### config.mk
export PLATFORM = sky130hd
export DESIGN_NAME = flag_commit
export DESIGN_NICKNAME = d
export VERILOG_FILES = /design/src/rtl/flag_commit.sv
export SDC_FILE = /design/constraint.sdc
export NUM_CORES = 1
export LEC_CHECK = 0
export CAP_MARGIN = 20
export CELL_PAD_IN_SITES_DETAIL_PLACEMENT = 0
export CELL_PAD_IN_SITES_GLOBAL_PLACEMENT = 2
export CORE_MARGIN = 3
export CORE_UTILIZATION = 26
export CTS_CLUSTER_SIZE = 10
export DETAILED_ROUTE_END_ITERATION = 7
export PLACE_DENSITY = 0.82
export SYNTH_ARGS = -nofsm -noshare
export SYNTH_HDL_FRONTEND = slang
export SYNTH_SLANG_ARGS = --single-unit
### constraint.sdc
create_clock -name clk -period 2.1 [get_ports clk]
set_input_delay 0.525 -clock clk [delete_from_list [all_inputs] [get_ports clk]]
set_output_delay 0.525 -clock clk [all_outputs]
set_load 0.02 [all_outputs]
### src/rtl/flag_commit.sv
// ---------------------------------------------------------------------------
// flag_commit
//
// Architected XER/CR flag state at writeback. The ALU hands over a packed
// flag vector D = {CA,OV,LT0,GT0,EQ0,LTx,GTx,EQx} together with write
// enables. Move-to ops (mtxer, mtcrf, mcrxr) also write the same state.
// XERrd/CRrd return the current flags to the ALU.
//
// A one-entry hold buffer absorbs an ALU update that arrives in the same
// cycle as a move-to op. The move-to op is older, so it applies first and
// the update is parked. The parked update then applies on the next cycle
// that carries no move-to op. An update is delayed this way but never lost.
//
// Bit 0 is the MSB on every vector port.
//   XER : SO = bit 0, OV = bit 1, CA = bit 2
//   CR  : field i = bits 4i..4i+3 = {LT,GT,EQ,SO}
//
// Parameters
//   XER_RST   XER value loaded on reset
//   CR_RST    CR value loaded on reset
//
// Ports
//   clk       clock; all state updates on the rising edge
//   rst       synchronous active-high reset
//   D         ALU flags {CA,OV,LT0,GT0,EQ0,LTx,GTx,EQx}
//   upd_vld   ALU update valid; accepted when upd_vld & upd_rdy
//   ca_we     update writes XER[CA]
//   ov_we     update writes XER[OV]; XER[SO] becomes sticky-or'd with OV
//   cr0_we    update writes CR0 from D[2:4]
//   crx_we    update writes CR field crx_sel from D[5:7]
//   crx_sel   target CR field for crx_we
//   upd_rdy   hold buffer empty and not in reset
//   mt_vld    move-to op valid; always accepted
//   mt_op     00 MTXER, 01 MTCRF, 10 MCRXR, 11 no-op
//   mt_fxm    MTCRF field mask; bit i selects CR field i
//   mt_crf    MCRXR destination CR field
//   mt_data   source data for MTXER/MTCRF
//   XERrd     XER seen by the ALU
//   CRrd      CR seen by the ALU
//
// Build option
//   FLAG_BYPASS_EN : when defined, XERrd/CRrd show the value being written
//                    this cycle. A dependent ALU op in the same cycle then
//                    sees the new flags through a combinational path. When
//                    undefined, XERrd/CRrd come straight from the registers,
//                    and the pipeline interlock covers the one-cycle gap.
// ---------------------------------------------------------------------------
module flag_commit #(
  parameter logic [31:0] XER_RST = 32'h0000_0000,
  parameter logic [31:0] CR_RST  = 32'h0000_0000
) (
  input  logic        clk,
  input  logic        rst,
  input  logic [0:7]  D,
  input  logic        upd_vld,
  input  logic        ca_we,
  input  logic        ov_we,
  input  logic        cr0_we,
  input  logic        crx_we,
  input  logic [2:0]  crx_sel,
  output logic        upd_rdy,
  input  logic        mt_vld,
  input  logic [1:0]  mt_op,
  input  logic [0:7]  mt_fxm,
  input  logic [2:0]  mt_crf,
  input  logic [0:31] mt_data,
  output logic [0:31] XERrd,
  output logic [0:31] CRrd
);

  localparam logic [1:0] MT_XER  = 2'b00;
  localparam logic [1:0] MT_CRF  = 2'b01;
  localparam logic [1:0] MT_CRXR = 2'b10;

  typedef struct packed {
    logic [0:7] d;
    logic       ca_we;
    logic       ov_we;
    logic       cr0_we;
    logic       crx_we;
    logic [2:0] crx_sel;
  } upd_t;

  logic [0:31] xer_q, cr_q;
  logic [0:31] xer_nxt, cr_nxt;
  upd_t        hold_q, hold_nxt;
  logic        hold_full_q, hold_full_nxt;
  upd_t        port_upd;
  logic        upd_accept;
  logic        mt_active;

  // Apply one ALU update to the given flag state. SO is sticky: it can only
  // be set here, never cleared. Both CR writes carry the new SO. The crx
  // write comes last, so it wins when both writes target field 0.
  function automatic logic [0:63] apply_upd(input logic [0:31] xer,
                                            input logic [0:31] cr,
                                            input upd_t        u);
    logic        so_new;
    logic [0:31] x;
    logic [0:31] c;
    x      = xer;
    c      = cr;
    so_new = xer[0] | (u.ov_we & u.d[1]);
    x[0]   = so_new;
    if (u.ov_we) x[1] = u.d[1];
    if (u.ca_we) x[2] = u.d[0];
    if (u.cr0_we) c[0:3] = {u.d[2:4], so_new};
    if (u.crx_we) c[{u.crx_sel, 2'b00} +: 4] = {u.d[5:7], so_new};
    return {x, c};
  endfunction

  assign port_upd   = '{d: D, ca_we: ca_we, ov_we: ov_we, cr0_we: cr0_we,
                        crx_we: crx_we, crx_sel: crx_sel};
  assign upd_rdy    = ~hold_full_q & ~rst;
  assign upd_accept = upd_vld & upd_rdy;
  assign mt_active  = mt_vld & (mt_op != 2'b11);

  // Next-state selection. Within a cycle, a move-to op takes precedence.
  // If it collides with an accepted port update, that update is parked in
  // the hold buffer. A parked update drains on the first cycle without a
  // move-to op. A fresh port update can only apply when the buffer is empty.
  always_comb begin
    xer_nxt       = xer_q;
    cr_nxt        = cr_q;
    hold_nxt      = hold_q;
    hold_full_nxt = hold_full_q;
    if (mt_active) begin
      case (mt_op)
        MT_XER: xer_nxt = mt_data;
        MT_CRF: begin
          for (int i = 0; i < 8; i++) begin
            if (mt_fxm[i]) cr_nxt[4*i +: 4] = mt_data[4*i +: 4];
          end
        end
        MT_CRXR: begin
          cr_nxt[{mt_crf, 2'b00} +: 4] = xer_q[0:3];
          xer_nxt[0:3]                 = 4'b0000;
        end
        default: ;
      endcase
      if (upd_accept) begin
        hold_nxt      = port_upd;
        hold_full_nxt = 1'b1;
      end
    end else if (hold_full_q) begin
      {xer_nxt, cr_nxt} = apply_upd(xer_q, cr_q, hold_q);
      hold_full_nxt     = 1'b0;
    end else if (upd_accept) begin
      {xer_nxt, cr_nxt} = apply_upd(xer_q, cr_q, port_upd);
    end
  end

  // State registers. A reset that arrives while an update is parked
  // throws that update away along with the rest of the flag state.
  always_ff @(posedge clk) begin
    if (rst) begin
      xer_q       <= XER_RST;
      cr_q        <= CR_RST;
      hold_q      <= '0;
      hold_full_q <= 1'b0;
    end else begin
      xer_q       <= xer_nxt;
      cr_q        <= cr_nxt;
      hold_q      <= hold_nxt;
      hold_full_q <= hold_full_nxt;
    end
  end

`ifdef FLAG_BYPASS_EN
  assign XERrd = xer_nxt;
  assign CRrd  = cr_nxt;
`else
  assign XERrd = xer_q;
  assign CRrd  = cr_q;
`endif

endmodule

==> results.toml <==
[outcome]
status = "completed"

[clock_network]
cts_sinks = 80
clock-root-buffer = "clkbuf_16"
clk_latency_ns = 0.36
hold_buffers = 0
ctsHtreeMaxLevel = 3
clkTransAtPathRegs_ns = 0.07
cts_tree = "built"
cts_buffers = 9
cts_max_path_buffers = 2

[logic_synthesis]
synth_edf_count = 0
synth_nets = 649
ys_async_sr_fraction = 0
syn_inst = 585
synthDistinctLibCells = 59
ys_ff_latch = 80
synth.avg_cell_area_um2 = 8.51
yosysSeqAreaShare = 0.322
yosysWarnings = 0
netlist_area_mm2 = 0.00498
synth_ff_type = "dfxtp_1"

[worst_setup_path]
startpoint_type = "input port"
critical_path.slowest_cell = "clkdlybuf4s50_1"
rrSetupSlack_ns = 0.11
rr_endpoint = "CRrd[21]$_SDFFE_PP0P_"
end_kind = "flip-flop"
regToRegStartpoint = "hold_full_q$_SDFFE_PP0P_"
crit_arrival_ns = 2.23
critical_path.cell_chain = "clkdlybuf4s50_1 -> and2b_2 -> nor2b_1 -> buf_4 -> a221oi_1 -> or4_1 -> a21oi_1"
critical_path_class = "input port to flip-flop"
reg2regPathDepth = 6
crit_fanout = 8
max_stage_delay_ns = 0.52
cp.required_ns = 2.31

[place]
pre_cts_ws_ns = -0.636
gp_congestion = 0.979
dp.final_hpwl_um = 15500
numPortBuffers = 128

[die]
core_mm2 = 0.0184
fp.dieW_um = 144
io-pin-count = 129
die_h_um = 144
dieArea_mm2 = 0.0208
initial_utilization = 0.271
fp-row-count = 49

[global_route]
grt_overflow_total = 0
antenna_found_initial = 1
grt_usage = 0.185
grt_pass1_vias = 5216
grt_pass1_wl_um = 29600
grt_max_degree = 58

[route]
wl_per_cell_um = 19.6
ant_nets = 0
drt_wl_total_um = 19700
vias = 5452
drtPass1Iterations = 5
first_iter_violations = 410
drc = 0
viasPerCell = 5.41

[power]
powerDensity_mw_per_mm2 = 593
p_clk_frac = 0.389
p_int_mw = 3.02
power.sequential.fraction = 0.374
sw_frac_of_total = 0.306
pwr-share-comb = 0.236
fin_total_pwr_mw = 4.35
p_leak_nw = 2.74
switchingPower_mw = 1.33
peakVddDrop_mv = 0.390

[cells_and_area]
layout_commonest_cell = "clkdlybuf4s50_1"
final_core_util = 0.399
drive_above_1_share = 0.211
num_antenna_cells = 0
final_nets = 837
area_growth_pct = 47.5
fillers = 1866
mostFrequentLayoutCells = "clkdlybuf4s50_1 (117), buf_4 (91), dfxtp_1 (78)"

[sta]
fin_crit_ns = 2.02
fin_hold_ws_ns = 0.455
finalSetupViolCount = 0
skew_ns = 0.0103
slew_headroom = 0.561
setup_tns_ns = 0
slew_viol_final = 0
rsz0062_at_grt = "false"
worst_pin_slew_ns = 0.658
max_freq_mhz = 495
setup_ws_ns = 0.0805
post-route-period-util = 0.962
hold_viol = 0

[hold_path]
hp-start = "XERrd[10]$_SDFFE_PP0P_"
min_path_type = "flip-flop to flip-flop"
hold_depth = 2
holdPathEnd = "XERrd[10]$_SDFFE_PP0P_"

[flow_run]
maxCapViolCount = 0
-- sequential cells by signal, indices dropped and copies added, names as in the netlist --
register,flops
CRrd,32
XERrd,32
hold_full_q,1
hold_q,15
-- cells in the mapped netlist, types with 3 or more instances --
library cell	n	area share
a2111oi_0	3	0.0053
a211oi_1	3	0.0045
a21oi_1	71	0.071
a221o_1	3	0.0060
a221oi_1	44	0.077
a221oi_2	7	0.021
a22oi_1	6	0.0090
a311o_2	3	0.0068
a311oi_1	4	0.0070
a31oi_1	6	0.0075
a32oi_1	5	0.0088
and2_1	10	0.013
and2_2	9	0.014
buf_4	7	0.011
buf_6	4	0.0090
clkbuf_1	19	0.014
clkbuf_2	3	0.0030
clkbuf_8	14	0.039
dfxtp_1	80	0.32
inv_1	5	0.0038
mux2i_1	24	0.048
nand2_1	62	0.047
nand2b_1	5	0.0063
nand3_1	13	0.013
nand3b_1	7	0.011
nor2_1	39	0.029
nor2b_1	17	0.021
nor3_1	3	0.0030
nor3b_1	3	0.0045
o211ai_1	8	0.012
o21a_1	7	0.011
o21ai_0	33	0.033
o31ai_1	6	0.0090
or4_1	20	0.030
-- cell families (layout without fill, tap and decap cells) --
kind of cell / after synthesis / in the layout / synth area share
AND/OR/NAND/NOR: 206 / 206 / 0.226
flip-flops: 80 / 80 / 0.322
multiplexers: 24 / 24 / 0.0483
buffers and inverters: 58 / 251 / 0.0960
AO/OA/AOI/OAI: 217 / 217 / 0.308
-- worst max-delay path by stage --
stage                                  endpoint  slack [ns]                      from
after floorplan           CRrd[24]$_SDFFE_PP0P_        0.03                       rst
after global placement     CRrd[0]$_SDFFE_PP0P_       -0.63                crx_sel[0]
after detailed placement   CRrd[0]$_SDFFE_PP0P_       -0.64                crx_sel[1]
after CTS                              XERrd[0]        0.02     XERrd[0]$_SDFFE_PP0P_
after global routing       CRrd[6]$_SDFFE_PP0P_       0.001  hold_full_q$_SDFFE_PP0P_
final                      CRrd[9]$_SDFFE_PP0P_        0.08                 mt_crf[0]
-- stage by stage --
stage	cell area [um2]	instances
floorplan	4980	585
global placement	6900	987
detailed placement	6900	987
CTS	7300	1006
global route	7340	1007
finish	7340	1007
-- worst max-delay path: cells and delay by family --
kind | cells | cell delay, ns
simple gates | 3 | 0.58
buf+inv | 2 | 0.69
compound gates | 2 | 0.45
-- routing by layer --
metal / GRT usage / wire length, um / share of wire
met2: 0.305 / 8980 / 0.46
met3: 0.0364 / 1270 / 0.064
met4: 0.0609 / 518 / 0.026
met5: 0 / 13 / 0.00066
met1: 0.244 / 8940 / 0.45
-- final cells by class --
type	instances	area, um2	area share
clock buffers	9	225	0.0307
inverters	6	22.5	0.00307
flip-flops and latches	80	1600	0.219
well taps	229	287	0.0390
clock inverters	7	83.8	0.0114
multi-input cells	447	2990	0.407
repair buffers	229	2130	0.290
-- power by group through the flow --
stage	sequential (mW)	combinational [mW]	clock (mW)
after CTS	1.63	1.02	1.73
after floorplan	1.70	0.446	0
after global placement	1.66	0.992	0
after global routing	1.64	1.10	1.80
after detailed placement	1.66	1.00	0
final	1.63	1.03	1.69
-- what timing repair did --
action / 4_1_cts / 5_1_grt
gates cloned: 1 / 0
buffers inserted: 2 / 1
pin swaps: 4 / 1
hold endpoints to repair: 0 / 0
gates resized for setup: 21 / 11
setup endpoints to repair: 31 / 27
Power figures use the tool's default switching activity.
